**src/rtl/seven_seg_scan.sv**
```systemverilog
// seven_seg_scan: four-digit multiplexed seven-segment driver with frame-aligned value updates.
module seven_seg_scan #(
  parameter int CLK_DIVIDE     = 100000,
  parameter bit ACTIVE_LOW_SEG = 1'b1,
  parameter bit ACTIVE_LOW_AN  = 1'b1,
  parameter bit BLANK_LEADING  = 1'b1
) (
  input  logic        clk,
  input  logic        rst,
  input  logic [15:0] packed_bcd_in,
  input  logic        packed_bcd_in_valid,
  input  logic [3:0]  dp_in,
  input  logic        enable,
  output logic [6:0]  seg_out,
  output logic        dp_out,
  output logic [3:0]  an_out
);
  localparam int CW = $clog2(CLK_DIVIDE);
  localparam logic [CW-1:0] CNT_MAX = CW'(CLK_DIVIDE - 1);
  logic [CW-1:0] cnt_q, cnt_d;
  logic [1:0]    idx_q, idx_d;
  logic [15:0]   disp_val_q, disp_val_d, pend_val_q, pend_val_d;
  logic [3:0]    disp_dp_q, disp_dp_d, pend_dp_q, pend_dp_d;
  logic          pend_q, pend_d;
  logic [6:0]    seg_q, seg_d;
  logic          dp_q, dp_d;
  logic [3:0]    an_q, an_d;
  logic          tick, boundary, blank;
  logic [3:0]    nib;
  logic [6:0]    dec;
  assign tick     = cnt_q == CNT_MAX;
  assign boundary = tick && idx_q == 2'd3;
  assign nib      = disp_val_q[{idx_q, 2'b00} +: 4];
  always_comb begin
    case (nib)
      4'd0:    dec = 7'h3F;
      4'd1:    dec = 7'h06;
      4'd2:    dec = 7'h5B;
      4'd3:    dec = 7'h4F;
      4'd4:    dec = 7'h66;
      4'd5:    dec = 7'h6D;
      4'd6:    dec = 7'h7D;
      4'd7:    dec = 7'h07;
      4'd8:    dec = 7'h7F;
      4'd9:    dec = 7'h6F;
      default: dec = 7'h40;
    endcase
  end
  // A digit is a leading zero only if it and every more significant nibble are zero.
  assign blank = BLANK_LEADING && (idx_q == 2'd3 ? disp_val_q[15:12] == 4'd0 :
                                   idx_q == 2'd2 ? disp_val_q[15:8]  == 8'd0 :
                                   idx_q == 2'd1 ? disp_val_q[15:4]  == 12'd0 : 1'b0);
  always_comb begin
    cnt_d      = tick ? '0 : cnt_q + CW'(1);
    idx_d      = tick ? idx_q + 2'd1 : idx_q;
    disp_val_d = disp_val_q;
    disp_dp_d  = disp_dp_q;
    pend_val_d = packed_bcd_in_valid ? packed_bcd_in : pend_val_q;
    pend_dp_d  = packed_bcd_in_valid ? dp_in : pend_dp_q;
    pend_d     = pend_q | packed_bcd_in_valid;
    if (boundary) begin
      disp_val_d = packed_bcd_in_valid ? packed_bcd_in : pend_q ? pend_val_q : disp_val_q;
      disp_dp_d  = packed_bcd_in_valid ? dp_in : pend_q ? pend_dp_q : disp_dp_q;
      pend_d     = 1'b0;
    end
    seg_d = (blank ? 7'h00 : dec) ^ {7{ACTIVE_LOW_SEG}};
    dp_d  = disp_dp_q[idx_q] ^ ACTIVE_LOW_SEG;
    an_d  = (enable ? 4'b0001 << idx_q : 4'b0000) ^ {4{ACTIVE_LOW_AN}};
  end
  always_ff @(posedge clk) begin
    if (rst) begin
      cnt_q      <= '0;
      idx_q      <= 2'd0;
      disp_val_q <= 16'h0000;
      disp_dp_q  <= 4'h0;
      pend_val_q <= 16'h0000;
      pend_dp_q  <= 4'h0;
      pend_q     <= 1'b0;
      seg_q      <= {7{ACTIVE_LOW_SEG}};
      dp_q       <= ACTIVE_LOW_SEG;
      an_q       <= {4{ACTIVE_LOW_AN}};
    end else begin
      cnt_q      <= cnt_d;
      idx_q      <= idx_d;
      disp_val_q <= disp_val_d;
      disp_dp_q  <= disp_dp_d;
      pend_val_q <= pend_val_d;
      pend_dp_q  <= pend_dp_d;
      pend_q     <= pend_d;
      seg_q      <= seg_d;
      dp_q       <= dp_d;
      an_q       <= an_d;
    end
  end
  assign seg_out = seg_q;
  assign dp_out  = dp_q;
  assign an_out  = an_q;
endmodule

```
**config.mk**
```make
export PLATFORM = sky130hd
export DESIGN_NAME = seven_seg_scan
export DESIGN_NICKNAME = d
export VERILOG_FILES = /design/src/rtl/seven_seg_scan.sv
export SDC_FILE = /design/constraint.sdc
export NUM_CORES = 1
export LEC_CHECK = 0
export ABC_AREA = 1
export BUFFER_PORTS_ARGS = -buffer_cell sky130_fd_sc_hd__buf_4
export CAP_MARGIN = 10
export CORE_MARGIN = 4
export CORE_UTILIZATION = 63
export CTS_CLUSTER_SIZE = 8
export DETAILED_ROUTE_END_ITERATION = 16
export GPL_ROUTABILITY_DRIVEN = 1
export PLACE_DENSITY = 0.86
export SLEW_MARGIN = 25
export SYNTH_ARGS = -nofsm -noshare
export SYNTH_HDL_FRONTEND = slang
export SYNTH_SLANG_ARGS = --single-unit
```
**constraint.sdc**
```tcl
create_clock -name clk -period 3.6 [get_ports clk]
set_input_delay 0.36 -clock clk [delete_from_list [all_inputs] [get_ports clk]]
set_output_delay 0.36 -clock clk [all_outputs]
set_load 0.01 [all_outputs]
```
==> summary.txt, run 1 <==
Global routing
  – Met2 usage: 37.24%
  – Vias in the first global route: 2762
  – Pin count of the biggest net entering global routing: 24
  – Gr busiest metal: met2
  – Met3 Track Usage GR: 6.140%
  – Initial antenna violation count: 0
  – First-pass GRT wire length: 11670 um
  – Gr ovfl total: 0
  – Gr usage total: 22.74%
  – GR met1 Demand/Resource: 28.00%

Detailed routing
  – Routed via count: 2890
  – DR pass1 iterations: 4
  – 1st-iter DRT viols: 169
  – WL/cell: 12.42 um
  – DRC: 0
  – Via density: 5.198
  – Routed wire length: 6908 um
  – Number of routed nets with antenna violations: 0

Clock tree
  – Number of setup buffers added after CTS: 0
  – Total CTS buffers: 9
  – Hold_buf cts: 0
  – H-tree depth: 3
  – Post-CTS Resized: 0
  – TritonCTS Sinks: 72
  – CTS max path bufs: 2
  – Clk slew on worst S/H paths: 0.07 ns
  – Clk_lat worst skew: 0.35 ns
  – Clock root buffer: clkbuf_8
  – CTS tree: done

STA
  – Clock skew: 0.01143 ns
  – Max Slew Vio Count: 0
  – Setup Total Neg Slack: 0 ns
  – Rel. slew slack: 46.02%
  – Tcrit/Tclk final: 64.53%
  – Fmax achieved: 430.5 MHz
  – Hold Fails Final Rpt: 0
  – RSZ-0062 raised after global routing: no
  – Final min period: 2.323 ns
  – Worst Hold Slack: 0.2297 ns
  – Worst-Margin Slew: 0.8078 ns
  – Setup-failing EPs final: 0

Worst setup path
  – Startpoint Class: flip-flop
  – Worst reg-to-reg setup slack: 1.28 ns
  – CP peak stage delay: 0.72 ns
  – RR Endpoint: seg_out[3]
  – Crit path max fanout: 18
  – CP Capture Type: flip-flop
  – CP most frequent cell: nand2_1
  – Arr. time, crit path: 2.53 ns
  – Crit path max-delay cell type: dfxtp_1
  – Critical-path cell list: clkinv_1 -> nand2_1 -> nand3_1 -> nand2_1 -> inv_1 -> ha_1 -> nand2_1 -> nand3_1 -> nand4_1
  – Worst path required time: 3.81 ns
  – Worst r2r src: idx_q[0]
  – Worst setup path class: flip-flop to flip-flop
  – Worst setup path start: idx_q[0]
  – R2R depth: 9

Power
  – Max VDD drop: 0.3628 mV
  – P_leak: 1.796 nW
  – Pwr dens: 416.6 mW/mm2
  – Total power: 0.001633 W

Min path
  – Hold path depth: 2
  – Hold WC Path Type: input pin to flip-flop
  – WHS Endpoint: an_out[1]
  – Worst hold start: enable

Synth
  – Sequential area share after synthesis: 42.03%
  – Post-synth net total: 485
  – Top-area cell type share of the netlist area: 42.03%
  – Synth unique cells: 34
  – Yosys warning count: 0
  – Syn Area/Cell: 7.604 um2
  – Mapped Cells: 451
  – Top cells by area in the synthesized netlist: dfxtp_1 42%, nand2_1 8.1%, inv_1 7.4%
  – Post-synthesis cell area: 0.003430 mm2
  – Seq cells post-synth: 72
  – Yosys top cell by area: dfxtp_1

Status
  – Status: finished, final reports clean

Layout
  – Area grow syn2layout: 14.30%
  – Final #Nets: 515
  – Most frequent cells in the layout: 74 x nand2_1, 72 x dfxtp_1, 68 x inv_1, 64 x nor2_1, 37 x buf_4
  – # fillers: 395
  – Finished Cell Area: 0.003920 mm2
  – Layout Cells excl Fill: 556
  – Most common cell after layout, fill and taps aside: nand2_1
  – Antenna diode count: 0
  – Layout cells sized above 1: 17.49%

Placed design
  – Placed Area: 0.003690 mm2
  – Placer Congestion: 0.9315
  – Inst Count DP: 540
  – Port Buf Inserts: 35
  – Dpl hpwl: 5074 um

Floorplan
  – Die Area: 0.006688 mm2
  – Core Box Area: 0.005205 mm2
  – Core Rows: 26
  – Initial Util: 65.89%
  – Die height: 81.78 um
  – Die W: 81.78 um
  – # IOs: 36

Job
  – Maxcap violations: 0
[synth_stat cells (all sizes together)]
cell and count:
a211oi 1, nor2 67, xor2 5, o21ai 8, clkinv 2, dfxtp 72
buf 12, a32oi 1, clkbuf 6, nand2 96, nor3b 1, o211ai 1
or2 2, inv 69, nand3b 1, mux2i 20, nor3 6, xnor2 1
a21oi 14, nand4 32, nand3 24, ha 10
[power breakdown]
group / switching, W / total, W / internal [W]
Combinational: 0.0000509 / 0.0000928 / 0.0000419
Sequential: 0.00000686 / 0.000824 / 0.000817
Clock: 0.000306 / 0.000717 / 0.000411
Total: 0.000363 / 0.00163 / 0.00127
[stage by stage]
step                      utilization, %  worst slack, ns
final                              75.31            1.277
after global routing               75.31            1.064
after CTS                          75.31            1.299
after floorplan                        -            1.894
after detailed placement           70.89            1.198
after global placement             70.89            1.292
[flip-flops by register name, indices dropped and copies added (netlist names)]
register    flops
an_out          4
cnt_q          17
disp_dp_q       4
disp_val_q     16
dp_out          1
idx_q           2
pend_dp_q       4
pend_q          1
pend_val_q     16
seg_out         7
[layout make-up]
type	count	area, um2	area share [%]
inverters	71	266.5	6.799
repair buffers	37	277.8	7.086
clock buffers	10	137.6	3.511
multi-input cells	290	1617	41.24
clock inverters	6	92.59	2.362
flip-flops and latches	72	1441	36.77
well taps	70	87.58	2.234
[worst max-delay path, delay by kind of cell (launching register included)]
family	cells	cell delay (ns)
fa+ha+maj	1	0.29
buf+inv	2	0.55
flops	1	0.72
simple gates	6	0.63
[routing by layer]
| metal | routed length, um | up-vias |
|---|---|---|
| li1 | - | 1490 |
| met1 | 3175 | 1303 |
| met2 | 3163 | 82 |
| met3 | 444 | 15 |
| met4 | 126 | 0 |
| met5 | 0 | - |
[kinds of logic after synthesis]
| family | after synthesis | synth area share (%) |
|---|---|---|
| and+or+nand+nor | 229 | 31.89 |
| muxes | 20 | 5.837 |
| DFF | 72 | 42.03 |
| AOI/OAI and AO/OA | 25 | 4.232 |
| buffers and inverters | 89 | 10.83 |
| xor gates and xnor gates | 6 | 1.532 |
| adders and majority gates | 10 | 3.648 |
[how the worst max path moves through the flow]
stage | slack, ns | to
after detailed placement | 1.20 | disp_val_q[10]
after CTS | 1.30 | seg_out[3]
final | 1.28 | seg_out[3]
after floorplan | 1.89 | seg_out[3]
after global routing | 1.06 | seg_out[3]
after global placement | 1.29 | disp_val_q[4]
No activity file was read; power rests on OpenSTA's default activity.
==> run 2: changes to the inputs <==
- CORE_UTILIZATION: 63 -> 53
- PLACE_DENSITY: 0.86 -> 0.77
- clock period: 3.6 -> 2.1 ns (I/O delays scaled with it)
==> run 2 against run 1 <==
Critical path depth decreased by 2. Maximum frequency up 24%. Sequential power rose by 71%. Highest routed layer unchanged.
==> summary.txt, run 2 (synthesis gave the netlist of run 1 again) <==
Detailed routing
  – Number of routed nets with antenna violations: 0 (unchanged)
  – Via density: 5.021 (-3.4%)
  – Routed wire length: 6866 um (-0.61%)
  – DRC: 0 (unchanged)
  – WL/cell: 12.09 um (-2.7%)
  – 1st-iter DRT viols: 132 (-22%)
  – DR pass1 iterations: 5 (+1)
  – Routed via count: 2852 (-1.3%)

STA
  – Clock skew: 0.01453 ns (+0.003103 ns)
  – Fmax achieved: 535.3 MHz (+24%)
  – Worst-Margin Slew: 0.6499 ns (-0.1580 ns)
  – Max Slew Vio Count: 0 (unchanged)
  – Hold Fails Final Rpt: 0 (unchanged)
  – Rel. slew slack: 56.63% (+11 points)
  – Worst Hold Slack: 0.07743 ns (-0.1522 ns)
  – Tcrit/Tclk final: 88.96% (+24 points)
  – Setup Total Neg Slack: 0 ns (unchanged)
  – RSZ-0062 raised after global routing: no
  – Setup-failing EPs final: 0 (unchanged)
  – Final min period: 1.868 ns (-0.4549 ns)

Worst setup path
  – Worst path required time: 2.33 ns (-1.48 ns)
  – Worst setup path start: idx_q[1]
  – Worst reg-to-reg setup slack: 0.23 ns (-1.05 ns)
  – Worst setup path class: flip-flop to flip-flop
  – Crit path max-delay cell type: dfxtp_1
  – Critical-path cell list: clkinv_1 -> a32oi_1 -> inv_1 -> ha_1 -> nand2_1 -> nand3_1 -> nand4_1
  – Crit path max fanout: 9 (-9)
  – Largest delay share family, worst path: flip-flops
  – CP peak stage delay: 0.43 ns (-0.29 ns)
  – CP Capture Type: flip-flop
  – Arr. time, crit path: 2.10 ns (-0.43 ns)
  – Startpoint Class: flip-flop
  – CP Buf/Inv Count: 2 (unchanged)
  – Worst r2r src: idx_q[1]

Power
  – Sequential power share: 48.6% (-1.8 points)
  – Switch share: 21.97% (-0.28 points)
  – Total power: 0.002902 W (+78%)
  – P_leak: 1.831 nW (+2.0%)
  – Reported net switching power: 0.0006376 W (+76%)
  – Int Pwr: 0.002265 W (+78%)
  – Pwr dens: 729.2 mW/mm2 (+75%)
  – Gate power share: 5.5% (-0.2 points)
  – Max VDD drop: 0.4530 mV (+25%)
  – Clock group share of total power: 45.8% (+1.9 points)

Global routing
  – Pin count of the biggest net entering global routing: 24 (unchanged)
  – Initial antenna violation count: 0 (unchanged)
  – Gr ovfl total: 0 (unchanged)
  – Vias in the first global route: 2654 (-3.9%)
  – First-pass GRT wire length: 11670 um (unchanged)
  – Gr usage total: 19.00% (-3.7 points)

Job
  – Maxcap violations: 0 (unchanged)

Layout
  – Most common cell after layout, fill and taps aside: nand2_1
  – Area grow syn2layout: 16.05%
  – Layout Cells excl Fill: 568 (+2.2%)
  – Antenna diode count: 0 (unchanged)
  – Largest reg by FF count: cnt_q
  – Max reg flops: 17 (unchanged)
  – Finished Cell Area: 0.003980 mm2 (+1.5%)
  – Layout cells sized above 1: 18.33% (+0.84 points)
  – # fillers: 575 (+46%)
  – Sequential cell area: 0.001441 mm2 (unchanged)
  – Final #Nets: 520 (+0.97%)
  – Area of the multi-input gates: 0.001617 mm2 (unchanged)
  – Largest regs: cnt_q (17), disp_val_q (16), pend_val_q (16)
  – Most frequent cells in the layout: 74 x nand2_1, 72 x dfxtp_1, 68 x inv_1, 64 x nor2_1, 42 x buf_4

Placed design
  – Inst Count DP: 552 (+2.2%)
  – Placed Area: 0.003736 mm2 (+1.3%)
  – Dpl hpwl: 4941 um (-2.6%)
  – Placer Congestion: 0.9310 (about the same)
  – Port Buf Inserts: 35 (unchanged)

Clock tree
  – CTS max path bufs: 2 (unchanged)
  – Clock root buffer: clkbuf_8
  – Clk slew on worst S/H paths: 0.07 ns (about the same)
  – Number of setup buffers added after CTS: 0 (unchanged)
  – Total CTS buffers: 9 (unchanged)
  – H-tree depth: 3 (unchanged)
  – Clk_lat worst skew: 0.35 ns (about the same)
  – TritonCTS Sinks: 72 (unchanged)
  – CTS tree: done
  – Post-CTS Resized: 0 (unchanged)
  – Hold_buf cts: 0 (unchanged)

Floorplan
  – Die Area: 0.007822 mm2 (+17%)
  – Core Box Area: 0.006314 mm2 (+21%)
  – Initial Util: 54.32% (-12 points)
  – Die height: 88.44 um (+8.1%)
  – Core Rows: 29 (+12%)
  – # IOs: 36 (unchanged)
  – Die W: 88.44 um (+8.1%)

Min path
  – Worst hold start: enable
  – Hold WC Path Type: input pin to flip-flop

Status
  – Status: finished, final reports clean
-- run 2: path summary, 6_finish.rpt --
check	endpoint	cells after the start
min reg2reg	cnt_q[0]	1
max	seg_out[3]	7
min	an_out[0]	2
max reg2reg	seg_out[3]	7
-- run 2: cell type report --
cell class | count | area share [%]
Clock buffer | 9 | 3.112
Sequential cell | 72 | 36.21
Timing Repair Buffer | 42 | 7.922
Clock inverter | 7 | 3.018
Tap cell | 77 | 2.421
Multi-Input combinational cell | 290 | 40.62
Inverter | 71 | 6.696
-- run 2: per-stage QoR --
stage | util [%] | setup WS [ns]
after floorplan | - | 0.3940
after global placement | 59.18 | 0.3508
after detailed placement | 59.18 | 0.2321
after CTS | 63.04 | 0.2171
after global routing | 63.04 | 0.01745
final | 63.04 | 0.2319
-- run 2: routing by layer --
layer / track usage [%] / up-vias / part of all wire, %
met5: 0 / - / 0
met4: 10.16 / 0 / 2.7
met3: 3.538 / 18 / 6.0
met2: 29.44 / 77 / 43
met1: 25.09 / 1262 / 48
li1: - / 1495 / -
-- run 2: power by group through the flow --
stage	sequential (W)	combinational [W]	clock, W
final	0.00141	0.000161	0.00133
after floorplan	0.00144	0.0000931	0
after detailed placement	0.00144	0.000161	0
after global routing	0.00141	0.000178	0.00140
after global placement	0.00144	0.000158	0
after CTS	0.00141	0.000162	0.00135
==> run 3: changes to the inputs <==
- PLACE_DENSITY: 0.77 -> 0.87
==> run 3 against run 2 <==
Highest routed layer unchanged. Clock skew down 0.0052 ns. Flip-flop and latch count unchanged. Sequential share of layout area up 0.54 points. Final area down 1.4%. Non-clock buffer count down 1. Clock power down 24%. Largest cell class unchanged. Final cell count down 0.18%. Total power down 11%. Critical endpoint unchanged. Critical path type unchanged. Via count up 0.95%. Setup slack worse by 0.037 ns. Die area unchanged.
==> summary.txt, run 3 (synthesis gave the netlist of run 1 again) <==
Status
  – Status: finished, final reports clean

Worst setup path
  – Worst setup path class: flip-flop to flip-flop
  – RR Endpoint: seg_out[3]
  – Worst reg-to-reg setup slack: 0.20 ns (-0.04 ns)
  – Worst r2r src: idx_q[1]
  – CP Capture Type: flip-flop
  – Crit path max fanout: 9 (unchanged)
  – Worst path required time: 2.33 ns (about the same)
  – Startpoint Class: flip-flop
  – Arr. time, crit path: 2.13 ns (+0.03 ns)
  – R2R depth: 7 (unchanged)

STA
  – Fmax achieved: 525.0 MHz (-1.9%)
  – Max Slew Vio Count: 0 (unchanged)
  – Worst-Margin Slew: 0.6323 ns (-0.01761 ns)
  – RSZ-0062 raised after global routing: no
  – Clock skew: 0.009347 ns (-0.005182 ns)
  – Final min period: 1.905 ns (+0.03659 ns)
  – Hold Fails Final Rpt: 0 (unchanged)
  – Rel. slew slack: 57.80% (+1.2 points)
  – Tcrit/Tclk final: 90.70% (+1.7 points)
  – Fin worst setup slack: 0.1953 ns (-0.03659 ns)
  – Setup Total Neg Slack: 0 ns (unchanged)
  – Setup-failing EPs final: 0 (unchanged)

Global routing
  – Pin count of the biggest net entering global routing: 24 (unchanged)
  – Vias in the first global route: 2874 (+8.3%)
  – First-pass GRT wire length: 12300 um (+5.4%)
  – Gr ovfl total: 0 (unchanged)
  – Initial antenna violation count: 0 (unchanged)
  – Gr usage total: 19.89% (+0.89 points)

Floorplan
  – Core Box Area: 0.006314 mm2 (unchanged)
  – Die height: 88.44 um (unchanged)
  – Die W: 88.44 um (unchanged)
  – # IOs: 36 (unchanged)
  – Initial Util: 54.32% (unchanged)
  – Die Area: 0.007822 mm2 (unchanged)
  – Core Rows: 29 (unchanged)

Detailed routing
  – Routed wire length: 7091 um (+3.3%)
  – Via density: 5.078 (+1.1%)
  – Number of routed nets with antenna violations: 0 (unchanged)
  – WL/cell: 12.51 um (+3.5%)
  – DR pass1 iterations: 4 (-1)
  – DRC: 0 (unchanged)
  – Routed via count: 2879 (+0.95%)
  – 1st-iter DRT viols: 155 (+17%)

Min path
  – Worst hold start: enable
  – WHS Endpoint: an_out[0]
  – Hold WC Path Type: input pin to flip-flop
  – Hold path depth: 2 (unchanged)

Layout
  – Largest reg by FF count: cnt_q
  – Most common cell after layout, fill and taps aside: nand2_1
  – Layout Cells excl Fill: 567 (-0.18%)
  – Max reg flops: 17 (unchanged)
  – Most frequent cells in the layout: 74 x nand2_1, 71 x dfxtp_1, 68 x inv_1, 64 x nor2_1, 41 x buf_4
  – Layout cells sized above 1: 18.57% (+0.24 points)
  – Largest regs: cnt_q (17), disp_val_q (16), pend_val_q (16)
  – Area grow syn2layout: 14.45%
  – Final #Nets: 519 (-0.19%)
  – Final core utilization: 62.17% (-0.87 points)
  – # fillers: 560 (-2.6%)
  – Antenna diode count: 0 (unchanged)
  – Sequential cell area: 0.001443 mm2 (about the same)
  – Area of the multi-input gates: 0.001624 mm2 (+0.46%)

Clock tree
  – Total CTS buffers: 9 (unchanged)
  – Clock root buffer: clkbuf_8
  – TritonCTS Sinks: 72 (unchanged)
  – CTS tree: done
  – Number of setup buffers added after CTS: 0 (unchanged)
  – Hold_buf cts: 0 (unchanged)
  – Clk_lat worst skew: 0.35 ns (about the same)
  – CTS max path bufs: 2 (unchanged)
  – Clk slew on worst S/H paths: 0.08 ns (about the same)
  – H-tree depth: 3 (unchanged)
  – Post-CTS Resized: 0 (unchanged)

Power
  – P_leak: 1.796 nW (-1.9%)
  – Max VDD drop: 0.4973 mV (+9.8%)
  – Pwr dens: 656.6 mW/mm2 (-10%)

Placed design
  – Placer Congestion: 0.9749 (+4.7%)
  – Inst Count DP: 551 (-0.18%)
  – Dpl hpwl: 5129 um (+3.8%)
  – Setup WS pre-CTS: 0.1282 ns (-0.1039 ns)
  – Port Buf Inserts: 35 (unchanged)

Job
  – Maxcap violations: 0 (unchanged)
[run 3: where the power goes]
part	internal (W)	switching, W	leakage [nW]
clock	0.000493	0.000513	0.0886
combinational	0.0000729	0.0000856	1.12
sequential	0.00140	0.0000119	0.588
total	0.00197	0.000610	1.80
[run 3: stage by stage]
step | total power [W] | area (um2) | hold WS (ns)
floorplan | 0.001538 | 3430 | 0.2885
global placement | 0.001597 | 3729 | 0.4278
detailed placement | 0.001603 | 3729 | 0.4389
CTS | 0.002597 | 3913 | 0.07180
global route | 0.002691 | 3925 | 0.07779
finish | 0.002577 | 3925 | 0.08008
[run 3: how the worst max path moves through the flow]
stage	slack, ns	from	end	cells after the start
final	0.20	idx_q[1]	seg_out[3]	7
after global routing	0.07	idx_q[1]	seg_out[4]	8
after detailed placement	0.13	idx_q[0]	seg_out[3]	9
after global placement	0.30	idx_q[0]	seg_out[3]	9
after CTS	0.11	idx_q[0]	seg_out[3]	9
after floorplan	0.39	idx_q[0]	seg_out[3]	10
[run 3: layer usage]
| layer | part of all wire (%) | up-vias | wire, um | global-route usage, % |
|---|---|---|---|---|
| met4 | 2.1 | 0 | 147 | 8.242 |
| met2 | 45 | 85 | 3221 | 32.97 |
| met3 | 6.3 | 12 | 449 | 5.028 |
| met1 | 46 | 1284 | 3273 | 24.64 |
| li1 | - | 1498 | - | - |
| met5 | 0 | - | 0 | 0 |
[run 3: final cells by class]
type	count	share of cell area [%]
Timing Repair Buffer	41	7.842
Clock inverter	4	0.7332
Clock buffer	12	3.953
Tap cell	77	2.455
Sequential cell	72	36.75
Inverter	71	6.886
Multi-Input combinational cell	290	41.38
[run 3: worst max-delay path, stage by stage (launching register included)]
cell	delay, ns
dfxtp_1	0.47
clkinv_1	0.31
a32oi_2	0.35
inv_1	0.13
ha_1	0.30
nand2_1	0.07
nand3_1	0.08
nand4_1	0.08
